`config.mk`:
```
export PLATFORM = sky130hd
export DESIGN_NAME = ifu_fetch
export DESIGN_NICKNAME = d
export VERILOG_FILES = /design/src/rtl/ifu_pkg.sv /design/src/rtl/ifu_pc_sel.sv /design/src/rtl/ifu_fetch.sv
export SDC_FILE = /design/constraint.sdc
export NUM_CORES = 1
export LEC_CHECK = 0
export ABC_CLOCK_PERIOD_IN_PS = 13850
export CELL_PAD_IN_SITES_DETAIL_PLACEMENT = 1
export CELL_PAD_IN_SITES_GLOBAL_PLACEMENT = 1
export CORE_ASPECT_RATIO = 1.75
export CORE_MARGIN = 4
export CORE_UTILIZATION = 38
export DETAILED_ROUTE_END_ITERATION = 8
export PLACE_DENSITY = 0.89
export SYNTH_ARGS = -nofsm -noshare
export SYNTH_HDL_FRONTEND = slang
export SYNTH_HIERARCHICAL = 1
export SYNTH_SLANG_ARGS = --single-unit
```
`constraint.sdc`:
```
create_clock -name clk -period 13.85 [get_ports clk]
set_input_delay 2.0775 -clock clk [delete_from_list [all_inputs] [get_ports clk]]
set_output_delay 2.0775 -clock clk [all_outputs]
set_load 0.01 [all_outputs]
```
`src/rtl/ifu_pkg.sv`:
```
// Shared types and constants for the instruction fetch unit.
// Latency: n/a (declarations only).
// Backpressure: n/a.
package ifu_pkg;

    // Fetch FSM states; one read may be outstanding at any time
    typedef enum logic [2:0] {
        ST_IDLE  = 3'd0,
        ST_REQ   = 3'd1,
        ST_WAIT  = 3'd2,
        ST_FLUSH = 3'd3,
        ST_HOLD  = 3'd4,
        ST_HALT  = 3'd5
    } ifu_state_t;

    // Next-pc source select
    typedef enum logic [1:0] {
        PC_HOLD  = 2'd0,
        PC_INC   = 2'd1,
        PC_REDIR = 2'd2
    } pc_sel_t;

    // Bubble presented in place of a faulting fetch (addi x0, x0, 0)
    localparam logic [31:0] INST_NOP         = 32'h0000_0013;
    localparam logic [63:0] DEFAULT_RESET_PC = 64'h0000_0000_8000_0000;

endpackage

```
`src/rtl/ifu_pc_sel.sv`:
```
// Next-pc mux: hold, sequential +4 (wrapping), or word-aligned redirect target.
// Latency: purely combinational.
// Backpressure: none; the caller decides when the result is loaded.
module ifu_pc_sel
    import ifu_pkg::*;
#(
    parameter int PC_W = 64
) (
    input  pc_sel_t         sel,
    input  logic [PC_W-1:0] pc,
    input  logic [PC_W-1:0] redirect_pc,
    output logic [PC_W-1:0] next_pc
);

    // Select next pc; redirect targets have their low two bits cleared
    always_comb begin
        next_pc = pc;
        case (sel)
            PC_INC:   next_pc = pc + PC_W'(4);
            PC_REDIR: next_pc = redirect_pc & ~PC_W'(3);
            default:  next_pc = pc;
        endcase
    end

endmodule

```
`src/rtl/ifu_fetch.sv`:
```
// Instruction fetch: owns the pc, issues one imem read at a time, hands words to decode.
// Latency: REQ -> WAIT -> HOLD, so at best one instruction every 3 cycles.
// Backpressure: decode stalls in HOLD (no new request); redirects squash in-flight work.
module ifu_fetch
    import ifu_pkg::*;
#(
    parameter int              PC_W     = 64,
    parameter logic [PC_W-1:0] RESET_PC = PC_W'(DEFAULT_RESET_PC)
) (
    input  logic            clk,
    input  logic            rst,
    output logic            imem_req_valid,
    input  logic            imem_req_ready,
    output logic [PC_W-1:0] imem_req_addr,
    input  logic            imem_rsp_valid,
    input  logic [31:0]     imem_rsp_data,
    input  logic            imem_rsp_err,
    output logic            inst_valid,
    input  logic            inst_ready,
    output logic [31:0]     inst,
    output logic [PC_W-1:0] inst_pc,
    output logic            inst_fault,
    input  logic            redirect_valid,
    input  logic [PC_W-1:0] redirect_pc
);

    ifu_state_t      state;
    pc_sel_t         pc_sel;
    logic [PC_W-1:0] pc;
    logic [PC_W-1:0] next_pc;
    logic            req_vld_q;
    logic            hold_q;

    // Redirect wins everywhere except IDLE; otherwise advance only on a clean decode handshake
    always_comb begin
        pc_sel = PC_HOLD;
        if (state != ST_IDLE && redirect_valid) begin
            pc_sel = PC_REDIR;
        end else if (state == ST_HOLD && inst_ready && !inst_fault) begin
            pc_sel = PC_INC;
        end
    end

    ifu_pc_sel #(.PC_W(PC_W)) u_pc_sel (
        .sel         (pc_sel),
        .pc          (pc),
        .redirect_pc (redirect_pc),
        .next_pc     (next_pc)
    );

    // Program counter register; the address only moves while no request is accepted
    always_ff @(posedge clk or posedge rst) begin
        if (rst) begin
            pc <= RESET_PC & ~PC_W'(3);
        end else begin
            pc <= next_pc;
        end
    end

    // Fetch FSM with registered request-valid and hold flags derived from the next state
    always_ff @(posedge clk or posedge rst) begin
        if (rst) begin
            state      <= ST_IDLE;
            req_vld_q  <= 1'b0;
            hold_q     <= 1'b0;
            inst       <= '0;
            inst_pc    <= '0;
            inst_fault <= 1'b0;
        end else begin
            req_vld_q <= 1'b0;
            hold_q    <= 1'b0;
            case (state)
                ST_IDLE: begin
                    state     <= ST_REQ;
                    req_vld_q <= 1'b1;
                end
                ST_REQ: begin
                    if (imem_req_ready) begin
                        // An accepted request under redirect still returns a response to discard
                        state <= redirect_valid ? ST_FLUSH : ST_WAIT;
                    end else begin
                        req_vld_q <= 1'b1;
                    end
                end
                ST_WAIT: begin
                    if (imem_rsp_valid) begin
                        if (redirect_valid) begin
                            state     <= ST_REQ;
                            req_vld_q <= 1'b1;
                        end else begin
                            state      <= ST_HOLD;
                            hold_q     <= 1'b1;
                            inst       <= imem_rsp_err ? INST_NOP : imem_rsp_data;
                            inst_pc    <= pc;
                            inst_fault <= imem_rsp_err;
                        end
                    end else if (redirect_valid) begin
                        state <= ST_FLUSH;
                    end
                end
                ST_FLUSH: begin
                    if (imem_rsp_valid) begin
                        state     <= ST_REQ;
                        req_vld_q <= 1'b1;
                    end
                end
                ST_HOLD: begin
                    if (redirect_valid) begin
                        state     <= ST_REQ;
                        req_vld_q <= 1'b1;
                    end else if (inst_ready) begin
                        if (inst_fault) begin
                            state <= ST_HALT;
                        end else begin
                            state     <= ST_REQ;
                            req_vld_q <= 1'b1;
                        end
                    end else begin
                        hold_q <= 1'b1;
                    end
                end
                ST_HALT: begin
                    if (redirect_valid) begin
                        state     <= ST_REQ;
                        req_vld_q <= 1'b1;
                    end
                end
                default: begin
                    state <= ST_IDLE;
                end
            endcase
        end
    end

    assign imem_req_valid = req_vld_q;
    assign imem_req_addr  = pc;
    // A same-cycle redirect hides the held instruction so decode never consumes it
    assign inst_valid     = hold_q & ~redirect_valid;

endmodule

```
-- Yosys cells after proc, flatten, opt, wreduce, memory -nomap -nowiden
Index checks and enable logic that the tools add are counted.
- flip-flop bits (word level): 166
- input port bits: 103
- logic and storage cells: 59
- output and inout port bits: 163
- reduce and logical (&&, ||, !) cells: 9
- bitwise logic cells: 2
- mux-type cells: 28
- equal/unequal tests: 12
- $add $sub $neg: 1
- operator list (kind ; number):
    64-bit case mux with 2 select lines ; 1
    64-bit by 3-bit adder with 64-bit output (second input constant) ; 1
    32-bit two-way mux ; 1
    3-bit two-way mux ; 9
    3-bit case mux with 6 select lines ; 1
    1-bit two-way mux ; 13
    3-bit by 2-bit equality test with 1-bit output (second input constant) ; 2
    3-bit equality test (second input constant) ; 2
    2-bit inequality test (second input constant) ; 3
    3-bit inequality test (second input constant) ; 2
    1-bit case mux with 6 select lines ; 1
    5-bit AND reduction ; 1
    3-bit by 1-bit equality test with 1-bit output (second input constant) ; 1
    1-bit logical AND ; 3
    3-bit zero test ; 1
    3-bit AND reduction ; 1
    3-bit nonzero test ; 1
    2-bit by 1-bit equality test with 1-bit output (second input constant) ; 1
    2-bit equality test (second input constant) ; 1
    2-bit two-way mux ; 1
    1-bit case mux with 2 select lines ; 1
    2-bit nonzero test ; 1
    1-bit AND ; 1
    1-bit zero test ; 1
    1-bit inverter ; 1

-- Logic depth before layout (Yosys ltp)
- word-level depth: 7
- depth in mapped cells: 13
- depth with buffers taken out: 10

-- Modules after synthesis
The synthesis kept the hierarchy.
- by module, submodules not included (module ; cells an instance ; area each (µm²) ; seq. area each (µm²) ; instances):
    ifu_fetch ; 384 ; 5703.0 ; 4155.2 ; 1
    ifu_pc_sel ; 521 ; 3011.6 ; 0.0 ; 1

-- Worst setup path before layout
OpenSTA, ideal clock, no wires.
- kind: input to output
- start: in redirect_valid
- end: out inst_valid
- cell stages on the path: 1
- data required time: 11.773 ns
- arrival: 2.256 ns
- buffers on the path: 0
- setup slack: 9.517 ns
- cells stage by stage: nor2b_1
- word-level cells in the longest chain between the ends: 2
- ends and longest elaborated chain (what ; RTL line ; text):
    start: declaration ; ifu_fetch.sv:23 ; input logic redirect_valid,
    1-bit inverter (no source line) ; n/a ;
    1-bit AND ; ifu_fetch.sv:138 ; assign inst_valid = hold_q & ~redirect_valid;
    end: declaration ; ifu_fetch.sv:18 ; output logic inst_valid,
No other way between the ends.

-- Final worst setup path
- start: in redirect_valid
- end: reg pc[34] (netlist: imem_req_addr[34])
- word-level cells in the longest chain between the ends: 4
- elaborated cells on any way between the ends: 6
- those cells by class: 2 x eq/ne; 2 x mux; 2 x reduce/logical
- ends and longest elaborated chain (what ; RTL line ; text):
    1-bit logical AND (*) ; ifu_fetch.sv:37 ; if (state != ST_IDLE && redirect_valid) begin
    2-bit two-way mux (*) ; ifu_fetch.sv:37 ;
    named net pc_sel[0] ; ifu_fetch.sv:28 ; pc_sel_t pc_sel;
    2-bit equality test / 2-bit by 1-bit equality test with 1-bit output (equally long branches) ; ifu_pc_sel.sv:18 ; case (sel)
    64-bit case mux with 2 select lines (*) ; ifu_pc_sel.sv:18 ;
    named net next_pc[34] ; ifu_fetch.sv:30 ; logic [PC_W-1:0] next_pc;
    end signal: assignment ; ifu_fetch.sv:54 ; pc <= RESET_PC & ~PC_W'(3);
    end signal: assignment ; ifu_fetch.sv:56 ; pc <= next_pc;
    end: declaration ; ifu_fetch.sv:29 ; logic [PC_W-1:0] pc;
Mark *: on every way through the listed nets, which the timed path passes. The rest lies on a longest branch.
A chain may end at the register's enable or synchronous reset.

==> key figures <==
Timing
  – Final Max Tran Viols: 0
  – Period minus WS final: 5690 ps
  – Worst hold slack: 478 ps
  – Worst clock skew: 14.2 ps
  – Max_slew headroom: 23.4%
  – Setup repair after global routing missed its margin: false
  – Worst-margin pin slew: 1140 ps
  – # setup viols final: 0
  – Fin crit share: 41.1%
  – Fmax: 176 MHz
  – Setup_tns: 0 ps
  – Final WS setup: 8160 ps
  – Fin. Hold Viols: 0

Critical path
  – Worst endpoint data arrival time: 6020 ps
  – CP Data Required Time: 14180 ps
  – CP Max Fanout: 92
  – CP peak stage delay: 690 ps
  – Worst setup path class: in -> reg
  – Critical path cell sequence: clkdlybuf4s50_1 > or2_4 > or2_4 > nor2_1 > inv_1 > ha_2 > buf_4 > nand2b_1 > buf_4 > nor2_1 > a41o_1 > a221o_1
  – CP max-delay cell: buf_4
  – Delay-heaviest family, CP: buffers and inverters
  – Worst Setup End Kind: flip-flop
  – WP buf/inv: 4
  – Startpoint types: primary input

Drt
  – Met2 wire length: 17.6 mm
  – DRT iter0 DRCs: 509
  – Final ANT Viol Nets: 0
  – Drc violations: 0
  – Drt wl/cell: 22.6 um
  – Top sig layer: met4
  – Final wirelength: 32.8 mm
  – 1st-pass router iterations: 5
  – M1 WL: 12.1 mm
  – Via count: 8426
  – Met3 wire length: 1.71 mm
  – Via/cell ratio: 5.80

Final layout
  – Share of layout cells above drive strength 1: 7.03%
  – Multi-input gate area: 4220 sq um
  – Fill cells: 2562
  – Most frequent cells in the layout: 263 x clkdlybuf4s50_1, 165 x dfrtp_1, 114 x nand2_1, 73 x o21ai_0, 55 x mux2_1
  – Non-Filler Instances: 1452
  – Register area: 4160 sq um
  – Final non-filler cell area: 12200 sq um
  – Commonest non-fill, non-tap cell in the layout: clkdlybuf4s50_1
  – Area growth, synth to finish: 39.7%
  – Final Util: 53.7%
  – Ant. Diodes: 0
  – Fin nets: 1246

Synthesis
  – Unique masters post-synth: 74
  – Area leader, netlist: dfrtp_1
  – Number of flops mapped to enable cells by yosys: 0
  – Syn Nets: 1011
  – Register area share after synthesis: 47.7%
  – Yosys reg bits: 166
  – Yosys warns: 6
  – Mapped Cells: 905
  – Mapped Avg Cell Area: 9.63 sq um
  – Post-Syn Area: 8710 sq um
  – Ranking of synthesized cells by area: dfrtp_1 47%, mux2_1 7.1%, nand2_1 4.9%, o21ai_0 4.2%, nand4_1 2.8%
  – Post-synth ARST share: 100%
  – Post-synth top flop: dfrtp_1
  – Post-synth top area share: 47.4%

Power and ir drop
  – PnR Total Power: 2.17 mW
  – Leakage: 5.09 nW
  – Max VDD drop: 94.0 uV
  – Pwr per Cell Area: 178 nW/um^2

Die
  – Initial Util: 38.5%
  – Core area: 22700 sq um
  – Die width: 122 um
  – # rows: 73
  – Die height: 208 um
  – Die area: 25500 sq um
  – IO Count: 266

GRT
  – Initial antenna violation count: 0
  – All-Layer GR Usage: 25.8%
  – Vias in the first global route: 8923
  – First-pass GRT wire length: 50.9 mm
  – Largest net degree at the start of global routing: 99
  – GRT overflow: 0

CTS
  – Post-cts resize count: 0
  – H-tree Lvls: 4
  – Clock buffer count from CTS: 17
  – Reg clk slew, reported paths: 60 ps
  – Hold-fix buffers, CTS: 0
  – TritonCTS clock tree: built
  – CTS Sinks: 166
  – Worst-skew pair later-pin latency: 440 ps
  – Number of post-CTS setup repair buffers: 0
  – Clock root buffer: clkbuf_16
  – Max Root-Sink Buffers: 2

Placed design
  – Place WS: 7730 ps
  – Area post-placement: 11600 sq um
  – DP Cell Count: 1421
  – GPL Wtd Cong: 0.934
  – Dpl hpwl: 23.3 mm
  – IO buf count: 263

Flow run
  – Max_cap viols: 0

Worst hold path
  – HP Class: reg -> reg

Outcome
  – Status: completed
==> cell families (layout without fill, tap and decap cells) <==
group | after synthesis | count (layout) | synth area share, %
fa+ha+maj | 3 | 3 | 0.431
mux | 81 | 81 | 10.4
simple gates | 374 | 374 | 23.0
flops | 166 | 166 | 47.7
compound gates | 195 | 195 | 14.5
buf+inv | 86 | 333 | 4.06
==> synth_stat cells (all sizes together) (12+ instances only) <==
cell,n
a21oi,28
a22oi,14
a31oi,17
and2,12
buf,18
clkbuf,40
dfrtp,165
inv,28
mux2,67
mux2i,14
nand2,114
nand2b,36
nand3,34
nand4,42
nor2,41
nor3,29
nor4,20
o21ai,73
==> metal layers <==
layer | vias up | track usage, %
li1 | 3792 | -
met1 | 4183 | 27.7
met2 | 357 | 47.2
met3 | 94 | 4.73
met4 | 0 | 12.5
met5 | - | 0
==> final cells by class <==
cell class / instances / area share, %
Clock inverter: 10 / 1.05
Inverter: 28 / 0.905
Tap cell: 300 / 3.08
Multi-Input combinational cell: 653 / 34.6
Timing Repair Buffer: 274 / 22.3
Clock buffer: 21 / 3.87
Sequential cell: 166 / 34.1
==> power breakdown <==
| part | switching, mW | internal, mW | total (mW) |
|---|---|---|---|
| Clock | 0.199 | 0.295 | 0.494 |
| Combinational | 0.348 | 0.455 | 0.802 |
| Sequential | 0.207 | 0.665 | 0.872 |
==> sequential cells by signal, indices dropped and copies added (netlist names) <==
name            flops
inst_pc            64
hold_q              1
state               3
imem_req_valid      1
inst_fault          1
inst               32
imem_req_addr      64
==> worst paths after layout <==
kind	from	to	slack [ps]	depth (start not counted)
worst max-delay path	redirect_valid	imem_req_addr[34]	8160	12
worst min-delay path	inst[22]	inst[22]	480	2
worst max register to register	state[0]	imem_req_addr[34]	9860	11
worst min register to register	inst[22]	inst[22]	480	2
max in group asynchronous	rst	inst[7]	10090	3
min in group asynchronous	rst	inst[8]	2240	2
==> worst min-delay path, stage by stage, from the launching register on <==
cell	delay [ps]
dfrtp_1	340
nand2_1	50
o21ai_0	60
Note: power is estimated with default switching activity, not from simulation.
